## src/rtl/game_types.sv

```systemverilog
// Shared game-phase encoding and overlay colours for the board renderer.
package game_types;

    typedef enum logic [1:0] {
        IDLE_PHASE      = 2'd0,
        PLACEMENT_PHASE = 2'd1,
        ATTACK_PHASE    = 2'd2,
        GAME_OVER_PHASE = 2'd3
    } game_state_t;

    typedef struct packed {
        logic [3:0] r;
        logic [3:0] g;
        logic [3:0] b;
    } color_t;

    localparam color_t COLOR_CURSOR  = '{r: 4'hF, g: 4'hF, b: 4'h0};
    localparam color_t COLOR_INVALID = '{r: 4'hF, g: 4'h0, b: 4'h0};
    localparam color_t COLOR_BLACK   = '{r: 4'h0, g: 4'h0, b: 4'h0};

endpackage

```

## src/rtl/cursor_hit.sv

```systemverilog
// Rectangle test for one cursor channel: ship footprint while placing,
// a single offset cell on the attack grid otherwise.
module cursor_hit #(
    parameter int CELL_SIZE = 32,
    parameter int GRID_DIM  = 10,
    parameter int COORD_W   = 10
) (
    input  logic [COORD_W-1:0] row,
    input  logic [COORD_W-1:0] col,
    input  logic [COORD_W-1:0] offset_x,
    input  logic [3:0]         cell_x,
    input  logic [3:0]         cell_y,
    input  logic [3:0]         len,
    input  logic               orientation,
    input  logic               placement,
    output logic               hit,
    output logic               invalid
);
    localparam int W = COORD_W + 4;
    localparam logic [W-1:0] CELL = W'(CELL_SIZE);
    localparam logic [W-1:0] GRID = W'(GRID_DIM);

    logic [W-1:0] x0, y0, w, h, span, row_w, col_w;

    always_comb begin
        span = W'(len) * CELL;
        x0   = W'(cell_x) * CELL;
        y0   = W'(cell_y) * CELL;
        w    = CELL;
        h    = CELL;
        if (placement) begin
            if (orientation) h = span;
            else             w = span;
        end else begin
            x0 = x0 + W'(offset_x);
        end
    end

    assign row_w = W'(row);
    assign col_w = W'(col);

    // Half-open bounds; a zero-length ship gives an empty span and never hits.
    assign hit = (row_w >= y0) && (row_w < y0 + h) &&
                 (col_w >= x0) && (col_w < x0 + w);

    assign invalid = placement &&
                     (((orientation ? W'(cell_y) : W'(cell_x)) + W'(len)) > GRID);

endmodule

```

## src/rtl/cursor_overlay.sv

```systemverilog
// Multi-channel cursor overlay with two-stage pixel pipeline.
// Optional blinking is enabled by defining CURSOR_BLINK_EN.
module cursor_overlay
    import game_types::*;
#(
    parameter int NUM_CURSORS  = 2,
    parameter int CELL_SIZE    = 32,
    parameter int GRID_DIM     = 10,
    parameter int COORD_W      = 10,
    parameter int BLINK_FRAMES = 30
) (
    input  logic                     clk,
    input  logic                     reset,
    input  logic                     frame_start,
    input  logic [COORD_W-1:0]       row,
    input  logic [COORD_W-1:0]       col,
    input  logic [NUM_CURSORS-1:0]   cursor_en,
    input  logic [NUM_CURSORS*4-1:0] cursor_x,
    input  logic [NUM_CURSORS*4-1:0] cursor_y,
    input  logic [3:0]               ship_length,
    input  logic                     orientation,
    input  game_state_t              game_state,
    input  logic [COORD_W-1:0]       grid_offset_x,
    output logic [3:0]               vga_r,
    output logic [3:0]               vga_g,
    output logic [3:0]               vga_b,
    output logic                     overlay_hit
);
    if (BLINK_FRAMES < 1) begin : g_bad_blink
        $error("BLINK_FRAMES must be at least 1");
    end

    logic [NUM_CURSORS*4-1:0] sh_x, sh_y;
    logic [NUM_CURSORS-1:0]   sh_en;
    logic [3:0]               sh_len;
    logic                     sh_orient;
    logic [COORD_W-1:0]       sh_off;
    logic                     blink_visible;

    // Cursor geometry only moves on frame boundaries so a frame never tears.
    always_ff @(posedge clk or negedge reset) begin
        if (!reset) begin
            sh_x      <= '0;
            sh_y      <= '0;
            sh_en     <= '0;
            sh_len    <= '0;
            sh_orient <= 1'b0;
            sh_off    <= '0;
        end else if (frame_start) begin
            sh_x      <= cursor_x;
            sh_y      <= cursor_y;
            sh_en     <= cursor_en;
            sh_len    <= ship_length;
            sh_orient <= orientation;
            sh_off    <= grid_offset_x;
        end
    end

`ifdef CURSOR_BLINK_EN
    localparam int CNT_W = (BLINK_FRAMES > 1) ? $clog2(BLINK_FRAMES) : 1;

    logic [CNT_W-1:0] frame_cnt;
    game_state_t      prev_state;

    // A phase change restarts the blink visible, even on a frame_start cycle.
    always_ff @(posedge clk or negedge reset) begin
        if (!reset) begin
            frame_cnt     <= '0;
            blink_visible <= 1'b1;
            prev_state    <= IDLE_PHASE;
        end else begin
            prev_state <= game_state;
            if (game_state != prev_state) begin
                frame_cnt     <= '0;
                blink_visible <= 1'b1;
            end else if (frame_start) begin
                if (frame_cnt == CNT_W'(BLINK_FRAMES - 1)) begin
                    frame_cnt     <= '0;
                    blink_visible <= ~blink_visible;
                end else begin
                    frame_cnt <= frame_cnt + 1'b1;
                end
            end
        end
    end
`else
    assign blink_visible = 1'b1;
`endif

    logic                   placement;
    logic [NUM_CURSORS-1:0] hit_raw, inv_raw, hit_vec;
    logic                   inv_sel;

    assign placement = (game_state == PLACEMENT_PHASE);

    for (genvar c = 0; c < NUM_CURSORS; c++) begin : g_ch
        cursor_hit #(
            .CELL_SIZE (CELL_SIZE),
            .GRID_DIM  (GRID_DIM),
            .COORD_W   (COORD_W)
        ) u_hit (
            .row         (row),
            .col         (col),
            .offset_x    (sh_off),
            .cell_x      (sh_x[c*4 +: 4]),
            .cell_y      (sh_y[c*4 +: 4]),
            .len         (sh_len),
            .orientation (sh_orient),
            .placement   (placement),
            .hit         (hit_raw[c]),
            .invalid     (inv_raw[c])
        );
    end

    assign hit_vec = hit_raw & sh_en & {NUM_CURSORS{blink_visible}};

    // Walk downward so the lowest-index hitting channel supplies the flag.
    always_comb begin
        inv_sel = 1'b0;
        for (int c = NUM_CURSORS - 1; c >= 0; c--) begin
            if (hit_vec[c]) inv_sel = inv_raw[c];
        end
    end

    // Stage 1: per-channel hits and winner's invalid flag
    logic [NUM_CURSORS-1:0] hit_vec_p1;
    logic                   invalid_p1;

    always_ff @(posedge clk or negedge reset) begin
        if (!reset) begin
            hit_vec_p1 <= '0;
            invalid_p1 <= 1'b0;
        end else begin
            hit_vec_p1 <= hit_vec;
            invalid_p1 <= inv_sel;
        end
    end

    // Stage 2: colour
    color_t color_p2;
    logic   hit_p2;

    always_ff @(posedge clk or negedge reset) begin
        if (!reset) begin
            color_p2 <= COLOR_BLACK;
            hit_p2   <= 1'b0;
        end else if (|hit_vec_p1) begin
            color_p2 <= invalid_p1 ? COLOR_INVALID : COLOR_CURSOR;
            hit_p2   <= 1'b1;
        end else begin
            color_p2 <= COLOR_BLACK;
            hit_p2   <= 1'b0;
        end
    end

    assign vga_r       = color_p2.r;
    assign vga_g       = color_p2.g;
    assign vga_b       = color_p2.b;
    assign overlay_hit = hit_p2;

endmodule

```

## config.mk

```make
export PLATFORM = sky130hd
export DESIGN_NAME = cursor_overlay
export DESIGN_NICKNAME = d
export VERILOG_FILES = /design/src/rtl/game_types.sv /design/src/rtl/cursor_hit.sv /design/src/rtl/cursor_overlay.sv
export SDC_FILE = /design/constraint.sdc
export NUM_CORES = 1
export LEC_CHECK = 0
export CORE_ASPECT_RATIO = 1.4
export CORE_MARGIN = 4
export CORE_UTILIZATION = 53
export CTS_CLUSTER_SIZE = 30
export DETAILED_ROUTE_END_ITERATION = 16
export PLACE_DENSITY = 0.81
export SYNTH_ARGS = -nofsm -noshare
export SYNTH_HDL_FRONTEND = slang
export SYNTH_SLANG_ARGS = --single-unit
```

## constraint.sdc

```tcl
create_clock -name clk -period 4.2 [get_ports clk]
set_clock_uncertainty 0.15 [all_clocks]
set_input_delay 1.05 -clock clk [delete_from_list [all_inputs] [get_ports clk]]
set_output_delay 1.05 -clock clk [all_outputs]
set_load 0.005 [all_outputs]
```

# Word level (Yosys, flattened, before mapping)
# Index checks and enable logic that the tools add are counted.
# word_totals
output_inout_bits	13
wordCells	54
register_bits	49
input_bits	58
# classes
muxes	13
bitwise	1
reduce_logical	9
magnitude_cmp	10
addsub	8
n_eq_ne	1
# op_table
op	n
10-bit by 14-bit less-than comparator with 1-bit output	4
14-bit 2-to-1 mux	4
14-bit adder	2
14-bit by 4-bit adder with 14-bit output	2
9-bit by 14-bit adder with 14-bit output	2
10-bit by 14-bit greater-or-equal comparator with 1-bit output	2
14-bit by 4-bit greater-than comparator with 1-bit output (second input constant)	2
9-bit by 10-bit adder with 11-bit output	2
10-bit by 9-bit greater-or-equal comparator with 1-bit output	2
9-bit 2-to-1 mux	2
12-bit 2-to-1 mux	1
1-bit logical AND	8
4-bit 2-to-1 mux	2
8-bit 2-to-1 mux	1
1-bit 2-to-1 mux	3
2-bit bitwise AND	1
2-bit by 1-bit equality test with 1-bit output (second input constant)	1
2-bit OR reduction	1

# Logic depth before layout (Yosys ltp)
# logic_depth
word_depth	10
ltp_mapped	16

# Cells and area by module
# Synthesis repeated with hierarchy kept, for this count alone.
# hier_totals
hier_cells	419
area_unflattened_um2	4314.1
# by_module_without_submodules
module	n_inst	area_per_inst_um2	cells_each
cursor_hit	2	1337.5	162
cursor_overlay	1	1639.1	95

# Worst setup path before layout
# Ideal clock, no wire load.
# synth_timing
kind	input to register
start	in game_state[1]
end	reg invalid_p1
n_path_buf	2
arrival_ns	4.373
setup_ns	0.079
setup_slack_ns	-0.403
cell_stages	16
path_cell_list	nand2b_1 > clkbuf_1 > buf_1 > nor3b_1 > ha_1 > a21oi_1 > nor2b_1 > o21a_1 > or2_2 > ha_1 > a21oi_1 > nand2_1 > a221o_1 > nor4_1 > nand3_1 > mux2i_1
# synth_via
elab_chain_cells	10
word_cells_on_any_way	26
classes_between	add/sub (4); order compare (6); eq/ne (1); mux (6); bitwise (1); reduce/logical (8)
# synth_rtl
item	line	text
start, declared	cursor_overlay.sv:22	input game_state_t game_state,
2-bit by 1-bit equality test with 1-bit output *	cursor_overlay.sv:94	assign placement = (game_state == PLACEMENT_PHASE);
14-bit 2-to-1 mux	cursor_hit.sv:31	if (placement) begin
9-bit by 14-bit adder with 14-bit output	cursor_hit.sv:43	assign hit = (row_w >= y0) && (row_w < y0 + h) &&
10-bit by 14-bit less-than comparator with 1-bit output	cursor_hit.sv:43	
1-bit logical AND (2 in series)	cursor_hit.sv:43	
1-bit logical AND	cursor_hit.sv:44	(col_w >= x0) && (col_w < x0 + w);
2-bit bitwise AND	cursor_overlay.sv:115	assign hit_vec = hit_raw & sh_en & {NUM_CURSORS{blink_visible}};
1-bit 2-to-1 mux	cursor_overlay.sv:121	if (hit_vec[c]) inv_sel = inv_raw[c];
1-bit 2-to-1 mux *	cursor_overlay.sv:121	
net inv_sel	cursor_overlay.sv:92	logic inv_sel;
end signal, assigned	cursor_overlay.sv:135	invalid_p1 <= inv_sel;
end, declared	cursor_overlay.sv:127	logic invalid_p1;
# Mark *: on every way through the listed nets, which the timed path passes. The rest lies on a longest branch.
# A chain may end at the register's enable or synchronous reset.

# Worst setup path in the final report
# layout_timing
start	in game_state[1]
end	reg invalid_p1
# layout_via
word_cells_on_any_way	26
classes_between	add/sub (4); order compare (6); eq/ne (1); mux (6); bitwise (1); reduce/logical (8)
# layout_lines
item	line	text
2-bit by 1-bit equality test with 1-bit output *	cursor_overlay.sv:94	
14-bit 2-to-1 mux	cursor_hit.sv:31	
9-bit by 14-bit adder with 14-bit output	cursor_hit.sv:43	
10-bit by 14-bit less-than comparator with 1-bit output	cursor_hit.sv:43	
1-bit logical AND (2 in series)	cursor_hit.sv:43	
1-bit logical AND *	cursor_hit.sv:44	
2-bit bitwise AND *	cursor_overlay.sv:115	
net hit_vec[0]	cursor_overlay.sv:91	logic [NUM_CURSORS-1:0] hit_raw, inv_raw, hit_vec;
1-bit 2-to-1 mux *	cursor_overlay.sv:121	
net inv_sel	cursor_overlay.sv:92	
# Marks and branches as above.

==> impl_results.md <==
* Root Buffer: clkbuf_8
* Post-synth EDFFs at 0
* Synth unique cells at 49
* Vias per cell at 5.71
* Seq pwr share at 27.7%
* H-tree levels at 2
* Global route total overflow at 0
* Final setup fails at 0
* Crit end category: flop
* Drt total wl at 9.44 mm
* Clock power frac at 19.2%
* Layout Nets at 617
* First-pass GRT wire length at 15.2 mm
* Post-synthesis sequential area ratio at 25.0%
* Seq cells post-synth at 38
* Power per Cell Area at 330 mW/mm^2
* Pint at 1030 uW
* Finished Cell Area at 0.00489 sq mm
* Worst-skew pair later-pin latency at 0.30 ns
* Leak Pwr at 0.00238 uW
* Clock sinks at 38
* Vias at 3278
* Mapped Cells at 394
* P_sw at 583 uW
* Port Buffer Count at 66
* Post-synthesis average cell area at 9.67 sq um
* Final Critical Period at 4.04 ns
* Yosys warning total at 0
* Initial antenna violation count at 0
* Ys flop type: dfrtp_1
* Worst-Margin Slew at 0.889 ns
* Rows at 36
* Routability cong. at 0.944
* Chip Width at 79.6 um
* Crit path max fanout at 3
* Slew Limit Fails at 0
* RSZ-0062 raised after global routing: no
* Clock Pin Slew Worst Setup and Hold Paths at 0.07 ns
* Gate power share at 53.1%
* Die Y at 108 um
* Die area at 0.00863 sq mm
* Number of remaining DRC errors at 0
* Initial Utilization at 54.6%
* Switching share of total power at 36.2%
* Total power at 1610 uW
* Share of cells above drive strength 1 at 19.8%
* Placed insts at 562
* Ant diodes at 0
* Vias in the first global route at 3416
* DRT iter0 DRCs at 117
* Max Cap Viol at 0
* Routed length per instance at 16.5 um
* Area growth, synth to finish at 28.3%
* Hold Crit Class: reg -> reg
* Fmax at 0.248 GHz
* Total CTS buffers at 5
* Outcome: finished, final reports clean
* FFs w/ async S/R, synth at 100%
* Worst path arrival time at 4.12 ns
* Setup tns final at 0 ns
* Final worst path period share at 96.2%
* Worst Hold Slack at 0.256 ns
* Largest net degree at the start of global routing at 40
* Worst Setup Path Type: in -> reg
* Syn Std Cell Area at 0.00381 sq mm
* Startpoint Class: primary input
* Peak supply drop at 0.344 mV
* Slew headroom at 40.7%
* Total GRT Usage at 22.9%
* Drt pass-1 iters at 6
* Post-DP HPWL at 7.79 mm
* Final Instance Count excl. Fillers at 574
* Worst endpoint required time at 4.28 ns
* Clock tree buffer depth at 2
* Num ports at 71
* Placed cell area at 0.00467 sq mm
* Post-DRT Antenna Nets at 0
* Final Hold Vio Count at 0
* Area of the core at 0.00698 sq mm
* CTS tree: done
-- cells by family after synthesis --
kind of cell / count (synthesis) / synth area share [%]
buffers and inverters: 46 / 5.62
flip-flops: 38 / 25.0
AO/OA/AOI/OAI: 82 / 14.2
AND/OR/NAND/NOR: 95 / 12.9
adder cells (fa/ha/maj): 81 / 28.2
XOR/XNOR: 14 / 3.22
other: 1 / 0.0985
multiplexers: 37 / 10.9
-- layout by cell type, fill, tap and decap left out, types with 2 or more instances in the layout --
cell	netlist	final
a211oi_1	5	5
a21o_1	17	17
a21oi_1	28	25
a21oi_2	1	4
a221oi_2	0	2
and2_1	2	2
and3_1	4	4
and4_1	2	2
buf_4	11	27
clkbuf_8	0	5
clkdlybuf4s50_1	0	63
clkinv_2	0	2
conb_1	1	4
dfrtp_1	38	38
dlygate4sd2_1	0	2
fa_1	8	6
fa_2	0	2
ha_1	73	71
ha_4	0	2
inv_1	26	26
mux2_2	35	35
mux2i_1	2	2
nand2_1	35	35
nand2b_1	5	4
nand3_1	9	9
nand3b_1	2	2
nor2_1	13	13
nor2b_1	6	6
nor3_1	3	3
nor4_2	1	2
o211ai_1	3	3
o21a_1	3	3
o21ai_0	13	13
or2_2	3	3
xnor2_1	11	11
xor2_1	3	3
-- power groups by stage --
| stage | combinational [uW] | clock, uW | sequential [uW] |
|---|---|---|---|
| 6_report | 856 | 310 | 446 |
| 3_3_place_gp | 762 | 0 | 452 |
| 4_1_cts | 831 | 318 | 447 |
| 5_1_grt | 958 | 331 | 452 |
| 3_5_place_dp | 798 | 0 | 454 |
| 2_1_floorplan | 536 | 0 | 437 |
-- cell type report --
cell class	instances	area, sq um
repair buffers	94	867
clock buffers	5	68.8
well taps	95	119
fillers	532	2090
inverters	26	97.6
clock inverters	3	40.0
flip-flops and latches	38	951
multi-input cells	313	2740
-- timing repair --
item	in CTS	in global routing
pin swaps	14	7
endpoints found under the hold margin	0	0
hold buffers	0	0
resized for setup	14	3
setup endpoints to repair	2	1
setup buffers	3	1
-- routing by layer --
layer,vias up,GRT usage [%],wire length [um]
met3,30,4.08,444
met4,0,11.4,366
li1,1572,-,-
met2,96,43.7,5220
met1,1580,23.3,3420
met5,-,0,0
-- critical path, stage by stage --
cell,delay (ns)
dlygate4sd2_1,0.24
nand2b_4,0.16
or3_4,0.40
ha_1,0.23
fa_2,0.36
xnor2_1,0.13
ha_1,0.29
a21o_1,0.20
a221oi_2,0.26
nor2b_1,0.08
o32ai_1,0.24
and4_1,0.27
mux2i_1,0.20
-- path summary, 6_finish.rpt --
path                               start         end  slack (ns)  cells past startpoint
min in group asynchronous          reset   sh_off[7]        0.72                      1
hold reg to reg               invalid_p1    vga_g[2]        0.26                      1
hold / removal                invalid_p1    vga_g[2]        0.26                      1
setup reg to reg                 sh_x[0]  invalid_p1        0.36                     14
setup / recovery           game_state[1]  invalid_p1        0.16                     13
max in group asynchronous          reset     sh_y[2]        2.62                      1
-- Yosys cell counts, types with 6 or more instances --
library cell | instances | share of area, %
ha_1 | 73 | 24
dfrtp_1 | 38 | 25
mux2_2 | 35 | 10
nand2_1 | 35 | 3.4
a21oi_1 | 28 | 3.7
inv_1 | 26 | 2.6
a21o_1 | 17 | 3.4
nor2_1 | 13 | 1.3
o21ai_0 | 13 | 1.7
buf_4 | 11 | 2.2
xnor2_1 | 11 | 2.5
nand3_1 | 9 | 1.2
clkbuf_1 | 8 | 0.79
fa_1 | 8 | 4.2
nor2b_1 | 6 | 0.99
-- sequential cells by signal (all words and copies together), names as in the netlist --
| register | count |
|---|---|
| sh_off | 10 |
| sh_x | 8 |
| sh_y | 8 |
| sh_len | 4 |
| hit_vec_p1 | 2 |
| sh_en | 2 |
| invalid_p1 | 1 |
| sh_orient | 1 |
| vga_g | 1 |
| vga_r | 1 |
-- metrics by stage --
step / setup WS (ns) / utilization (%)
global placement: -0.351 / 66.9
floorplan: 0.0660 / -
finish: 0.160 / 70.0
CTS: 0.136 / 69.6
global route: 0.00170 / 70.0
detailed placement: -0.500 / 66.9
(Power assumes the default switching activity.)
